--- config.mk ---
export PLATFORM = sky130hd
export DESIGN_NAME = hiscore_upload_flat
export DESIGN_NICKNAME = d
export VERILOG_FILES = /design/src/rtl/hiscore_upload_pkg.sv /design/src/rtl/hiscore_upload_if.sv /design/src/rtl/hiscore_upload_checksum.sv /design/src/rtl/hiscore_upload.sv /design/src/flat_wrapper.sv
export SDC_FILE = /design/constraint.sdc
export NUM_CORES = 1
export LEC_CHECK = 0
export ABC_CLOCK_PERIOD_IN_PS = 2700
export CAP_MARGIN = 20
export CORE_ASPECT_RATIO = 0.7
export CORE_MARGIN = 1.5
export CORE_UTILIZATION = 30
export DETAILED_ROUTE_END_ITERATION = 6
export PLACE_DENSITY = 0.62
export RECOVER_POWER = 25
export SETUP_SLACK_MARGIN = 0.1
export SLEW_MARGIN = 20
export SYNTH_ARGS = -nofsm -noshare
export SYNTH_HDL_FRONTEND = slang
export SYNTH_HIERARCHICAL = 1
export SYNTH_SLANG_ARGS = --single-unit
--- constraint.sdc ---
create_clock -name clk_sys -period 2.7 [get_ports clk_sys]
set_input_delay 0.27 -clock clk_sys [delete_from_list [all_inputs] [get_ports clk_sys]]
set_output_delay 0.27 -clock clk_sys [all_outputs]
set_load 0.02 [all_outputs]
--- src/rtl/hiscore_upload_pkg.sv ---
// hiscore_upload_pkg
//   Shared types and constants for the hiscore/NVRAM upload block.
//   state_e   : upload FSM state encoding (IDLE, FETCH, LOAD)
//   src_e     : where the byte loaded into ioctl_din comes from
//   FILL_BYTE : value returned for addresses outside the RAM image
//   LAT_W     : width of the RAM latency down-counter
package hiscore_upload_pkg;

   typedef enum logic [1:0] {
      ST_IDLE  = 2'd0,
      ST_FETCH = 2'd1,
      ST_LOAD  = 2'd2
   } state_e;

   typedef enum logic [1:0] {
      SRC_RAM  = 2'd0,
      SRC_FILL = 2'd1,
      SRC_SUM  = 2'd2
   } src_e;

   localparam logic [7:0] FILL_BYTE = 8'hFF;
   localparam int         LAT_W     = 3;

endpackage

--- src/rtl/hiscore_upload_if.sv ---
// hiscore_upload_if
//   Bundles the HPS ioctl upload channel and the RAM read port.
//   slave  : the upload block (consumes ioctl strobes, drives the RAM read)
//   master : the HPS / RAM side (drives strobes and RAM data)
//   Signals:
//     ioctl_upload, ioctl_rd, ioctl_addr[24:0], ioctl_index[7:0] : HPS -> block
//     ioctl_din[7:0], ioctl_wait                                 : block -> HPS
//     ram_addr[ADDR_W-1:0], ram_rd                               : block -> RAM
//     ram_data[7:0]                                              : RAM -> block
interface hiscore_upload_if #(
   parameter int ADDR_W = 10
);
   logic              ioctl_upload;
   logic              ioctl_rd;
   logic [24:0]       ioctl_addr;
   logic [7:0]        ioctl_index;
   logic [7:0]        ioctl_din;
   logic              ioctl_wait;
   logic [ADDR_W-1:0] ram_addr;
   logic              ram_rd;
   logic [7:0]        ram_data;

   modport slave (
      input  ioctl_upload, ioctl_rd, ioctl_addr, ioctl_index, ram_data,
      output ioctl_din, ioctl_wait, ram_addr, ram_rd
   );

   modport master (
      output ioctl_upload, ioctl_rd, ioctl_addr, ioctl_index, ram_data,
      input  ioctl_din, ioctl_wait, ram_addr, ram_rd
   );
endinterface

--- src/rtl/hiscore_upload_checksum.sv ---
// upload_checksum
//   8-bit running sum of the in-range bytes handed to the HPS, so that the
//   byte served at address SIZE makes the whole image sum to zero mod 256.
//   Ports:
//     clk_sys, reset_n : clock, async active-low reset
//     upload           : ioctl_upload, its rising edge clears the sum
//     clr_zero         : accepted read of address 0, clears the sum
//     add_en, add_byte : add one loaded byte
//     neg_sum          : two's complement of the sum
module upload_checksum (
   input  logic       clk_sys,
   input  logic       reset_n,
   input  logic       upload,
   input  logic       clr_zero,
   input  logic       add_en,
   input  logic [7:0] add_byte,
   output logic [7:0] neg_sum
);

   logic [7:0] acc;
   logic       upload_q;

   always_ff @(posedge clk_sys or negedge reset_n) begin
      if (!reset_n) begin
         acc      <= 8'h00;
         upload_q <= 1'b0;
      end else begin
         upload_q <= upload;
         // clear and add never coincide: a clear happens while the FSM is
         // idle, an add only while it is loading.
         if ((upload && !upload_q) || clr_zero)
            acc <= 8'h00;
         else if (add_en)
            acc <= acc + add_byte;
      end
   end

   assign neg_sum = ~acc + 8'd1;

endmodule

--- src/rtl/hiscore_upload.sv ---
// hiscore_upload
//   Serves hiscore/NVRAM bytes to the HPS over the ioctl upload channel.
//   Each accepted ioctl_rd becomes one single-byte RAM read; the byte is
//   returned on ioctl_din while ioctl_wait covers the fetch.
//   Parameters: ADDR_W (RAM address width), SIZE (bytes served),
//               INDEX (ioctl_index answered), RAM_LATENCY (1..7).
//   Ports:
//     clk_sys  : clock
//     reset_n  : async active-low reset
//     bus      : hiscore_upload_if.slave (ioctl upload channel + RAM port)
//   Optional build macro HISCORE_UPLOAD_CHECKSUM_EN: address SIZE returns a
//   checksum byte instead of FILL_BYTE.
//
//   state | meaning
//   ------+---------------------------------------------------
//   IDLE  | waiting for an accepted read
//   FETCH | ram_rd issued, latency counter running
//   LOAD  | byte (RAM, fill or checksum) captured into ioctl_din
module hiscore_upload
   import hiscore_upload_pkg::*;
#(
   parameter int         ADDR_W      = 10,
   parameter int         SIZE        = 1024,
   parameter logic [7:0] INDEX       = 8'd4,
   parameter int         RAM_LATENCY = 2
) (
   input  logic             clk_sys,
   input  logic             reset_n,
   hiscore_upload_if.slave  bus
);

   localparam logic [1:0]       IDLE   = ST_IDLE;
   localparam logic [1:0]       FETCH  = ST_FETCH;
   localparam logic [1:0]       LOAD   = ST_LOAD;
   localparam logic [24:0]      SIZE_A = 25'(SIZE);
   localparam logic [LAT_W-1:0] LAT_TC = LAT_W'(RAM_LATENCY - 1);

   logic [1:0]        state, state_d;
   logic [LAT_W-1:0]  cnt, cnt_d;
   src_e              src, src_d;
   logic [7:0]        din_q, din_d;
   logic              wait_q, wait_d;
   logic              rd_q, rd_d;
   logic [ADDR_W-1:0] addr_q, addr_d;

   logic              hit;
   logic              in_range;
   logic              is_sum;
   logic [7:0]        sum_byte;

   assign hit      = bus.ioctl_rd && bus.ioctl_upload &&
                     (bus.ioctl_index == INDEX) && (state == IDLE);
   assign in_range = bus.ioctl_addr < SIZE_A;

`ifdef HISCORE_UPLOAD_CHECKSUM_EN
   logic clr_zero;
   logic add_en;

   assign is_sum   = bus.ioctl_addr == SIZE_A;
   assign clr_zero = hit && (bus.ioctl_addr == 25'd0);
   assign add_en   = (state == LOAD) && (src == SRC_RAM) && bus.ioctl_upload;

   upload_checksum u_checksum (
      .clk_sys  (clk_sys),
      .reset_n  (reset_n),
      .upload   (bus.ioctl_upload),
      .clr_zero (clr_zero),
      .add_en   (add_en),
      .add_byte (bus.ram_data),
      .neg_sum  (sum_byte)
   );
`else
   assign is_sum   = 1'b0;
   assign sum_byte = FILL_BYTE;
`endif

   always_comb begin
      state_d = state;
      cnt_d   = cnt;
      src_d   = src;
      addr_d  = addr_q;
      din_d   = din_q;
      rd_d    = 1'b0;
      case (state)
         IDLE: begin
            if (hit) begin
               addr_d = bus.ioctl_addr[ADDR_W-1:0];
               cnt_d  = LAT_TC;
               if (in_range) begin
                  state_d = FETCH;
                  rd_d    = 1'b1;
                  src_d   = SRC_RAM;
               end else begin
                  state_d = LOAD;
                  if (is_sum)
                     src_d = SRC_SUM;
                  else
                     src_d = SRC_FILL;
               end
            end
         end
         FETCH: begin
            if (cnt == '0)
               state_d = LOAD;
            else
               cnt_d = cnt - 1'b1;
         end
         LOAD: begin
            state_d = IDLE;
            case (src)
               SRC_RAM: din_d = bus.ram_data;
               SRC_SUM: din_d = sum_byte;
               default: din_d = FILL_BYTE;
            endcase
         end
         default: state_d = IDLE;
      endcase
      // Session abort: drop back to idle, never load a half-finished byte.
      if (!bus.ioctl_upload) begin
         state_d = IDLE;
         rd_d    = 1'b0;
         din_d   = din_q;
      end
      wait_d = (state_d != IDLE);
   end

   always_ff @(posedge clk_sys or negedge reset_n) begin
      if (!reset_n) begin
         state  <= IDLE;
         cnt    <= '0;
         src    <= SRC_FILL;
         addr_q <= '0;
         din_q  <= 8'h00;
         wait_q <= 1'b0;
         rd_q   <= 1'b0;
      end else begin
         state  <= state_d;
         cnt    <= cnt_d;
         src    <= src_d;
         addr_q <= addr_d;
         din_q  <= din_d;
         wait_q <= wait_d;
         rd_q   <= rd_d;
      end
   end

   assign bus.ioctl_din  = din_q;
   assign bus.ioctl_wait = wait_q;
   assign bus.ram_addr   = addr_q;
   assign bus.ram_rd     = rd_q;

endmodule

--- src/flat_wrapper.sv ---
// flat-port wrapper written by rule: the top's interface ports become plain ports
module hiscore_upload_flat import hiscore_upload_pkg::*;
#(
   parameter int         ADDR_W      = 10,
   parameter int         SIZE        = 1024,
   parameter logic [7:0] INDEX       = 8'd4,
   parameter int         RAM_LATENCY = 2
)
  (clk_sys, reset_n, bus_ioctl_upload, bus_ioctl_rd, bus_ioctl_addr, bus_ioctl_index, bus_ram_data, bus_ioctl_din, bus_ioctl_wait, bus_ram_addr, bus_ram_rd);
  hiscore_upload_if #(.ADDR_W(ADDR_W)) bus_i ();
  input  logic clk_sys;
  input  logic reset_n;
  input wire logic [$bits(bus_i.ioctl_upload)-1:0] bus_ioctl_upload;
  input wire logic [$bits(bus_i.ioctl_rd)-1:0] bus_ioctl_rd;
  input wire logic [$bits(bus_i.ioctl_addr)-1:0] bus_ioctl_addr;
  input wire logic [$bits(bus_i.ioctl_index)-1:0] bus_ioctl_index;
  input wire logic [$bits(bus_i.ram_data)-1:0] bus_ram_data;
  output wire logic [$bits(bus_i.ioctl_din)-1:0] bus_ioctl_din;
  output wire logic [$bits(bus_i.ioctl_wait)-1:0] bus_ioctl_wait;
  output wire logic [$bits(bus_i.ram_addr)-1:0] bus_ram_addr;
  output wire logic [$bits(bus_i.ram_rd)-1:0] bus_ram_rd;
  assign bus_i.ioctl_upload = bus_ioctl_upload;
  assign bus_i.ioctl_rd = bus_ioctl_rd;
  assign bus_i.ioctl_addr = bus_ioctl_addr;
  assign bus_i.ioctl_index = bus_ioctl_index;
  assign bus_i.ram_data = bus_ram_data;
  assign bus_ioctl_din = bus_i.ioctl_din;
  assign bus_ioctl_wait = bus_i.ioctl_wait;
  assign bus_ram_addr = bus_i.ram_addr;
  assign bus_ram_rd = bus_i.ram_rd;
  hiscore_upload #(.ADDR_W(ADDR_W), .SIZE(SIZE), .INDEX(INDEX), .RAM_LATENCY(RAM_LATENCY)) u_core (.clk_sys(clk_sys), .reset_n(reset_n), .bus(bus_i));
endmodule
# Word level (Yosys, flattened, before mapping)
# Cells that the tools add are included.
[totals]
register_bits = 27
inputBits = 45
output_inout_bits = 20
[op_classes]
addsub = 1
order_cmp = 1
eq_ne = 5
mux = 14
reduce_logical = 11
[ops]
columns = ["op", "count"]
rows = [
  ["25-bit by 11-bit less-than comparator with 1-bit output (second input constant)", 1],
  ["8-bit by 3-bit equality test with 1-bit output (second input constant)", 1],
  ["2-bit 2-to-1 mux", 4],
  ["8-bit 2-to-1 mux", 1],
  ["3-bit 2-to-1 mux", 2],
  ["3-bit case mux with 2 select lines", 1],
  ["1-bit 2-to-1 mux", 5],
  ["2-bit zero test", 2],
  ["2-bit case mux with 2 select lines", 1],
  ["2-bit AND reduction", 2],
  ["2-bit nonzero test", 2],
  ["1-bit logical AND", 3],
  ["3-bit zero test", 1],
  ["3-bit AND reduction", 1],
  ["3-bit by 1-bit subtractor with 3-bit output (second input constant)", 1],
  ["2-bit by 1-bit equality test with 1-bit output (second input constant)", 1],
  ["2-bit equality test (second input constant)", 1],
  ["2-bit by 1-bit != test with 1-bit output (second input constant)", 1],
  ["2-bit != test (second input constant)", 1],
]

# Longest topological paths before layout
# Gate-level depths: netlist (run 1).
[logic_depth]
word_depth = 7
depth_mapped = 5
mapped_depth_nobuf = 5

# Worst setup path after synthesis (run 1)
# OpenSTA, ideal clock, no wires.
[synth_timing]
path_kind = "reg2reg"
startpoint = "register u_core.state[1]"
endpoint = "register u_core.addr_q[0], in the netlist u_core/bus.ram_addr[0]"
t_arrival_ns = 1.265
required_ns = 2.575
path_slack_ns = 1.310
stages_incl_launch_ff = 5
period_less_slack_ns = 1.390
cell_sequence = "dfrtp_1 > and2b_1 > nand4_4 > buf_6 > mux2_4"
[synth_via]
elab_chain_len = 3
[synth_rtl]
columns = ["item", "line_no", "source"]
rows = [
  ["start, declared", "hiscore_upload.sv:38", "logic [1:0] state, state_d;"],
  ["start signal, assigned", "hiscore_upload.sv:137", "state <= state_d;"],
  ["2-bit zero test *", "hiscore_upload.sv:52, hiscore_upload.sv:84", ""],
  ["1-bit logical AND", "hiscore_upload.sv:52", "(bus.ioctl_index == INDEX) && (state == IDLE);"],
  ["2-bit AND reduction (no source line) *", "--", ""],
  ["end signal, assigned", "hiscore_upload.sv:140", "addr_q <= addr_d;"],
  ["end, declared", "hiscore_upload.sv:44", "logic [ADDR_W-1:0] addr_q, addr_d;"],
]
# Every way passes the cells marked *; elsewhere a longest branch is shown, timed or not.
# A chain may end at the register's enable or synchronous reset.

# Worst setup path after layout (run 1)
[layout_timing]
startpoint = "input bus_ioctl_index[5]"
endpoint = "register u_core.addr_q[0], in the netlist u_core/bus.ram_addr[0]"
[layout_via]
elab_chain_len = 4
[layout_rtl]
columns = ["item", "line_no", "source"]
rows = [
  ["start, declared", "flat_wrapper.sv:16", "input wire logic [$bits(bus_i.ioctl_index)-1:0] bus_ioctl_index;"],
  ["8-bit by 3-bit equality test with 1-bit output", "hiscore_upload.sv:52", ""],
  ["1-bit logical AND", "hiscore_upload.sv:51", "assign hit = bus.ioctl_rd && bus.ioctl_upload &&"],
  ["1-bit logical AND", "hiscore_upload.sv:52", ""],
  ["2-bit AND reduction (no source line)", "--", ""],
]
# Every way passes these cells.

==> out/results.txt, run 1 <==
Status: complete, no violations
Placeable Area: 0.00365 mm^2
Crit Path Category: input pin to flop
Hold Fails Final Rpt: 0
Worst slew margin: 7.98%
Via count: 1,011
Kind of end point of the critical path: flop
FF-to-FF End: u_core/bus.ram_addr[0]
Syn-to-layout area delta: 62.4%
Final Cycle Share: 61.6%
Detailed router's first-iteration violation count: 54
# port buffers: 64
Post-synthesis sequential area ratio: 54.7%
Die ar.: 0.00436 mm^2
YS warnings: 6
Insertion delay to the later sink of the worst-skew pair: 0.27 ns
Max FO, Critical Path: 16
Root buffer cell: clkbuf_8
Deepest clock path buffer count: 2
Total grt overflow: 0
Syn Area/Cell: 11.9 um^2
Pin count of the biggest net entering global routing: 27
Post-CTS Setup Inserts: 0
WL/cell: 13.2 um
R2r startpoint: u_core/state[1]
GRT busiest layer: met2
Mapped Area: 0.00119 mm^2
Setup TNS: 0 ns
Critical path origin: bus_ioctl_index[5]
Via density: 4.68
Setup crit end: u_core/bus.ram_addr[0]
Multi-input logic area: 513 um^2
Layout cell share with drive strength beyond 1: 11.4%
Number of hold buffers added after cts: 0
DP Worst Slack: 0.733 ns
Initial antenna violation count: 0
CP max stage delay: 0.46 ns
WP buf/inv: 1
Commonest cells after routing, fill and taps aside: 63 x clkdlybuf4s50_1, 25 x dfrtp_1, 10 x nor2_1, 10 x o21ai_0, 8 x nand2_1
Maximum clock rate: 601 MHz
Worst setup SP type: input pin
CTS resizes: 0
Clock power frac: 32.6%
Switching power share of the total: 20.8%
Most common cell after layout, fill and taps aside: clkdlybuf4s50_1
Cts bufs inserted: 3
Unrepaired setup endpoints after global routing: no
Crit path time final: 1.66 ns
Int Pwr: 0.602 mW
Fill cell count: 333
Final HPWL DP: 2.23 mm
Vias in the first global route: 1,057
Die Wd: 78.3 um
Maximum vdd ir drop: 0.000324 V
Reg area: 652 um^2
First-pass GRT wire length: 4.75 mm
Worst Skew: 0.00238 ns
Final setup violation count: 0
M1 GR Usage: 16.0%
Remaining DRCs: 0
Routability-driven placement congestion ratio: 0.742
# rows: 18
H-tree depth: 1
Final WS setup: 1.04 ns
Critical path data required time: 2.86 ns
WP depth: 4
GR Util All Layers: 14.1%
Switching power total: 0.158 mW
Comb power frac: 14.6%
Num Clock Sinks: 26
Max Cap Viol: 0
R2R depth: 3
Met2 Use GR: 23.0%
Cell family with most CP delay: simple AND/OR/NAND/NOR gates
Antenna diodes: 0
Post-synth EDFFs: 0
CP arrival: 1.82 ns
Leak: 0.845 nW
Pwr dens: 393 mW/mm^2
Reg clk slew, reported paths: 0.08 ns
Iteration count of the initial detailed-routing pass: 4
R2R setup slack: 1.17 ns
Gate Count Post-Synth: 100
Top FF cell, synth: dfrtp_1
Crit path max-delay cell type: clkdlybuf4s50_1
Slew @ Worst Pin: 1.38 ns
Initial Utilization: 32.6%
Flops & latches, synth: 26
Met3 global-route usage: 7.70%
Part of the power in registers: 52.8%
Crit-path cells: clkdlybuf4s50_1, nor4b_4, nand4_4, mux2_4
Yosys cell types: 29
Slew Limit Fails: 0
Num ports: 65
Die H: 55.7 um
Antenna Violating Nets Remaining: 0
Final hold slack: 0.488 ns
Post-Synthesis Net Count: 147
# nets final: 214
TritonCTS clock tree: done
Detailed Route WL: 2.84 mm
Worst hold-check path type: flop to flop
Ys async rst share: 100%
## cell usage after synthesis (2+ instances only)
master / count / area [um^2]
nor4_1: 3 / 18.8
ha_1: 2 / 25.0
inv_1: 2 / 7.51
mux2_2: 6 / 67.6
nand2b_1: 2 / 12.5
nand4_1: 2 / 12.5
dfrtp_1: 25 / 626
nand2_1: 8 / 30.0
nor3_1: 3 / 15.0
nor2_1: 10 / 37.5
nor4b_4: 2 / 47.6
nand3_1: 2 / 10.0
nor2b_1: 2 / 12.5
a21oi_1: 3 / 15.0
o21ai_0: 10 / 50.1
mux2_4: 5 / 75.1
## state kept, by name (all words and copies together), names as in the netlist
| register | cells |
|---|---|
| u_core/bus.ioctl_wait | 1 |
| u_core/bus.ram_rd | 1 |
| u_core/bus.ram_addr | 10 |
| u_core/bus.ioctl_din | 8 |
| u_core/state | 2 |
| u_core/src | 1 |
| u_core/cnt | 3 |
## cells by family after synthesis
kind of cell	synth area share, %
AOI/OAI and AO/OA	7.98
adders and majority gates	2.10
buffers and inverters	2.21
DFF	54.7
muxes	12.0
and+or+nand+nor	21.0
## worst min-delay path by stage
stage / startpoint / to / depth (start not counted) / slack (ns)
after floorplan: reset_n / u_core/bus.ioctl_din[0] / 0 / -0.03
after global placement: u_core/bus.ioctl_din[7] / u_core/bus.ioctl_din[7] / 2 / 0.46
after detailed placement: u_core/bus.ioctl_din[6] / u_core/bus.ioctl_din[6] / 2 / 0.48
after CTS: reset_n / u_core/bus.ram_addr[7] / 2 / 0.36
after global routing: u_core/bus.ioctl_din[3] / u_core/bus.ioctl_din[3] / 2 / 0.52
final: u_core/bus.ioctl_din[6] / u_core/bus.ioctl_din[6] / 2 / 0.49
## final cells by class
cell class                 count  share of cell area, %
multi-input combinational     69                   26.5
tap                           50                   3.23
inverter                       2                  0.388
clock buffer                   4                   2.85
sequential                    26                   33.7
timing repair buffer          65                   33.3
## power groups by stage
stage          combinational, mW  clock [mW]  sequential, mW
2_1_floorplan             0.0185           0           0.414
3_3_place_gp               0.112           0           0.409
3_5_place_dp               0.114           0           0.409
4_1_cts                    0.114       0.260           0.401
5_1_grt                    0.120       0.278           0.403
6_report                   0.111       0.248           0.401
## routing by layer
layer	part of all wire (%)	wire length [um]
met2	46	1300
met5	0	0
met1	42	1200
met3	11	314
met4	1.0	29
## through the flow
step                      area [um^2]  total power [mW]  util, %  std cells
after CTS                        1940             0.775     53.1        216
after global routing             1930             0.801     53.0        216
after floorplan                  1190             0.433        -        100
after global placement           1880             0.521     51.6        212
final                            1930             0.760     53.0        216
after detailed placement         1880             0.522     51.6        212
## worst reg2reg max path, delay by kind of cell (launching register included)
kind | cells | cell delay (ns)
DFF | 1 | 0.41
and+or+nand+nor | 2 | 0.62
muxes | 1 | 0.39
No activity file was read; power rests on OpenSTA's default activity.
==> run 2: changes to the inputs <==
--- a/config.mk
+++ b/config.mk
@@ -5,13 +5,13 @@
 export SDC_FILE = /design/constraint.sdc
 export NUM_CORES = 1
 export LEC_CHECK = 0
-export ABC_CLOCK_PERIOD_IN_PS = 2700
+export ABC_CLOCK_PERIOD_IN_PS = 1500
 export CAP_MARGIN = 20
 export CORE_ASPECT_RATIO = 0.7
 export CORE_MARGIN = 1.5
 export CORE_UTILIZATION = 30
 export DETAILED_ROUTE_END_ITERATION = 6
-export PLACE_DENSITY = 0.62
+export PLACE_DENSITY = 0.64
 export RECOVER_POWER = 25
 export SETUP_SLACK_MARGIN = 0.1
 export SLEW_MARGIN = 20
==> constraint.sdc (replaced) <==
create_clock -name clk_sys -period 1.5 [get_ports clk_sys]
set_input_delay 0.15 -clock clk_sys [delete_from_list [all_inputs] [get_ports clk_sys]]
set_output_delay 0.15 -clock clk_sys [all_outputs]
set_load 0.02 [all_outputs]
==> run 2 against run 1 <==
Effect of this change:
- sequential power rose by 80%
- sequential cell count did not move
- die area did not move
- cell area rose by 6.5%
- clock-buffer cell count did not move
- combinational power rose by 82%
- clock skew fell by 0.0011 ns
- wire length rose by 2.9%
- clock power rose by 79%
- first-iteration DRC count fell by 17%
- hold slack got worse by 0.21 ns
- utilization rose by 3.5 points
==> out/results.txt, run 2 (synthesized netlist as in run 1, its figures left out) <==
Status: complete, no violations
Cts bufs inserted: 3 (unchanged)
Detailed router's first-iteration violation count: 45 (-17%)
Die H: 55.7 um (unchanged)
Worst setup SP type: input pin
Design area: 0.00206 mm^2 (+6.5%)
Pwr dens: 664 mW/mm^2 (+69%)
Via density: 4.52 (-3.3%)
WL/cell: 13.1 um (-0.34%)
Fin util: 56.5% (+3.5 points)
Placement Cell Area: 0.00193 mm^2 (+2.3%)
Root buffer cell: clkbuf_8
Most common cell after layout, fill and taps aside: clkdlybuf4s50_1
Initial antenna violation count: 0 (unchanged)
Final Cycle Share: 91.9%
Remaining DRCs: 0 (unchanged)
Number of hold buffers added after cts: 0 (unchanged)
Insertion delay to the later sink of the worst-skew pair: 0.27 ns (about the same)
FF-to-FF End: u_core/bus.ram_addr[0]
H-tree depth: 1 (unchanged)
Maximum vdd ir drop: 0.000515 V (+59%)
Reg clk slew, reported paths: 0.09 ns (about the same)
# nets final: 221 (+3.3%)
Placed insts: 216 (+1.9%)
Max FO, Critical Path: 8 (-8)
Max Cap Viol: 0 (unchanged)
R2R setup slack: 0.12 ns (-1.05 ns)
DP Worst Slack: -0.199 ns (-0.932 ns)
Commonest cells after routing, fill and taps aside: 41 x clkdlybuf4s50_1, 25 x dfrtp_1, 16 x dlymetal6s2s_1
CP arrival: 1.54 ns (-0.28 ns)
Slew Limit Fails: 0 (unchanged)
Num Clock Sinks: 26 (unchanged)
Routability-driven placement congestion ratio: 0.686 (-7.5%)
Die ar.: 0.00436 mm^2 (unchanged)
Worst hold-check path type: input pin to flop
R2r startpoint: u_core/state[1]
Antenna Violating Nets Remaining: 0 (unchanged)
# rows: 18 (unchanged)
Slew @ Worst Pin: 0.645 ns (-0.735 ns)
Setup crit end: u_core/bus.ram_addr[0]
Critical path origin: bus_ioctl_index[1]
Worst Skew: 0.00123 ns (-0.00115 ns)
Final HPWL DP: 2.17 mm (-2.7%)
Final hold slack: 0.282 ns (-0.205 ns)
Max FFs per register: 10 (unchanged)
Maximum clock rate: 726 MHz
Total grt overflow: 0 (unchanged)
Leak: 1.18 nW (+40%)
Crit Path Category: input pin to flop
Num ports: 65 (unchanged)
Kind of end point of the critical path: flop
Deepest clock path buffer count: 2 (unchanged)
Antenna diodes: 0 (unchanged)
Syn-to-layout area delta: 73.0%
First-pass GRT wire length: 4.76 mm (+0.29%)
Pin count of the biggest net entering global routing: 27 (unchanged)
Layout cell share with drive strength beyond 1: 17.3% (+5.9 points)
Final setup violation count: 0 (unchanged)
Critical path data required time: 1.66 ns (-1.20 ns)
Final WS setup: 0.122 ns (-0.915 ns)
Die Wd: 78.3 um (unchanged)
Iteration count of the initial detailed-routing pass: 4 (unchanged)
TritonCTS clock tree: done
Finished Layout Cells: 223 (+3.2%)
PnR Total Power: 1.37 mW (+80%)
R2R depth: 4 (+1)
Crit path time final: 1.38 ns
Placeable Area: 0.00365 mm^2 (unchanged)
Hold Fails Final Rpt: 0 (unchanged)
GR Util All Layers: 13.7% (-0.44 points)
Unrepaired setup endpoints after global routing: yes
Detailed Route WL: 2.92 mm (+2.9%)
Setup TNS: 0 ns (unchanged)
Worst slew margin: 57.0% (+49 points)
Via count: 1,009 (-0.20%)
# port buffers: 64 (unchanged)
Fill cell count: 329 (-1.2%)
Initial Utilization: 32.6% (unchanged)
Vias in the first global route: 1,047 (-0.95%)
## run 2: cell count changes in the layout (fill, tap and decap cells not counted), sizes merged
| cell | change |
|---|---|
| clkdlybuf4s50 | -22 |
| dlymetal6s2s | +16 |
| buf | +6 |
| dlygate4sd2 | +6 |
| clkbuf | +1 |
## run 2: worst min path at each step
| stage | depth (start not counted) | slack [ns] | end | from |
|---|---|---|---|---|
| global placement | 2 | 0.46 | u_core/bus.ioctl_din[2] | u_core/bus.ioctl_din[2] |
| finish | 4 | 0.28 | u_core/state[0] | bus_ioctl_index[4] |
| floorplan | 0 | -0.15 | u_core/bus.ioctl_din[0] | reset_n |
| detailed placement | 2 | 0.47 | u_core/bus.ioctl_din[2] | u_core/bus.ioctl_din[2] |
| CTS | 2 | 0.26 | u_core/bus.ram_addr[7] | reset_n |
| global route | 4 | 0.29 | u_core/state[0] | bus_ioctl_index[4] |
## run 2: area by class of cell
| cell class | instances | area [um^2] | share of cell area [%] |
|---|---|---|---|
| Timing Repair Buffer | 72 | 761 | 36.9 |
| Sequential cell | 26 | 652 | 31.6 |
| Multi-Input combinational cell | 69 | 523 | 25.4 |
| Tap cell | 50 | 62.6 | 3.04 |
| Clock buffer | 4 | 55.1 | 2.67 |
| Inverter | 2 | 7.51 | 0.364 |
## run 2: worst max-delay path, stage by stage
cell             delay, ns
clkdlybuf4s50_1       0.44
nor4b_4               0.29
nand4_4               0.17
buf_12                0.19
mux2_4                0.29
## run 2: where the power goes
part	internal [mW]	switching [mW]
registers	0.713	0.00862
logic	0.135	0.0679
clock network	0.234	0.210
## run 2: repair_timing
| item | CTS | global route |
|---|---|---|
| endpoints found under the setup margin | 9 | 23 |
| pin swaps | 2 | 2 |
| buffers inserted | 0 | 2 |
| resized for setup | 6 | 19 |
| cloned | 0 | 1 |
| endpoints found under the hold margin | 0 | 0 |
## run 2: per-layer routing
layer | GRT usage (%) | share of wire, %
met1 | 16.8 | 44
met2 | 22.9 | 48
met3 | 6.39 | 7.9
met4 | 1.28 | 0.24
met5 | 0 | 0
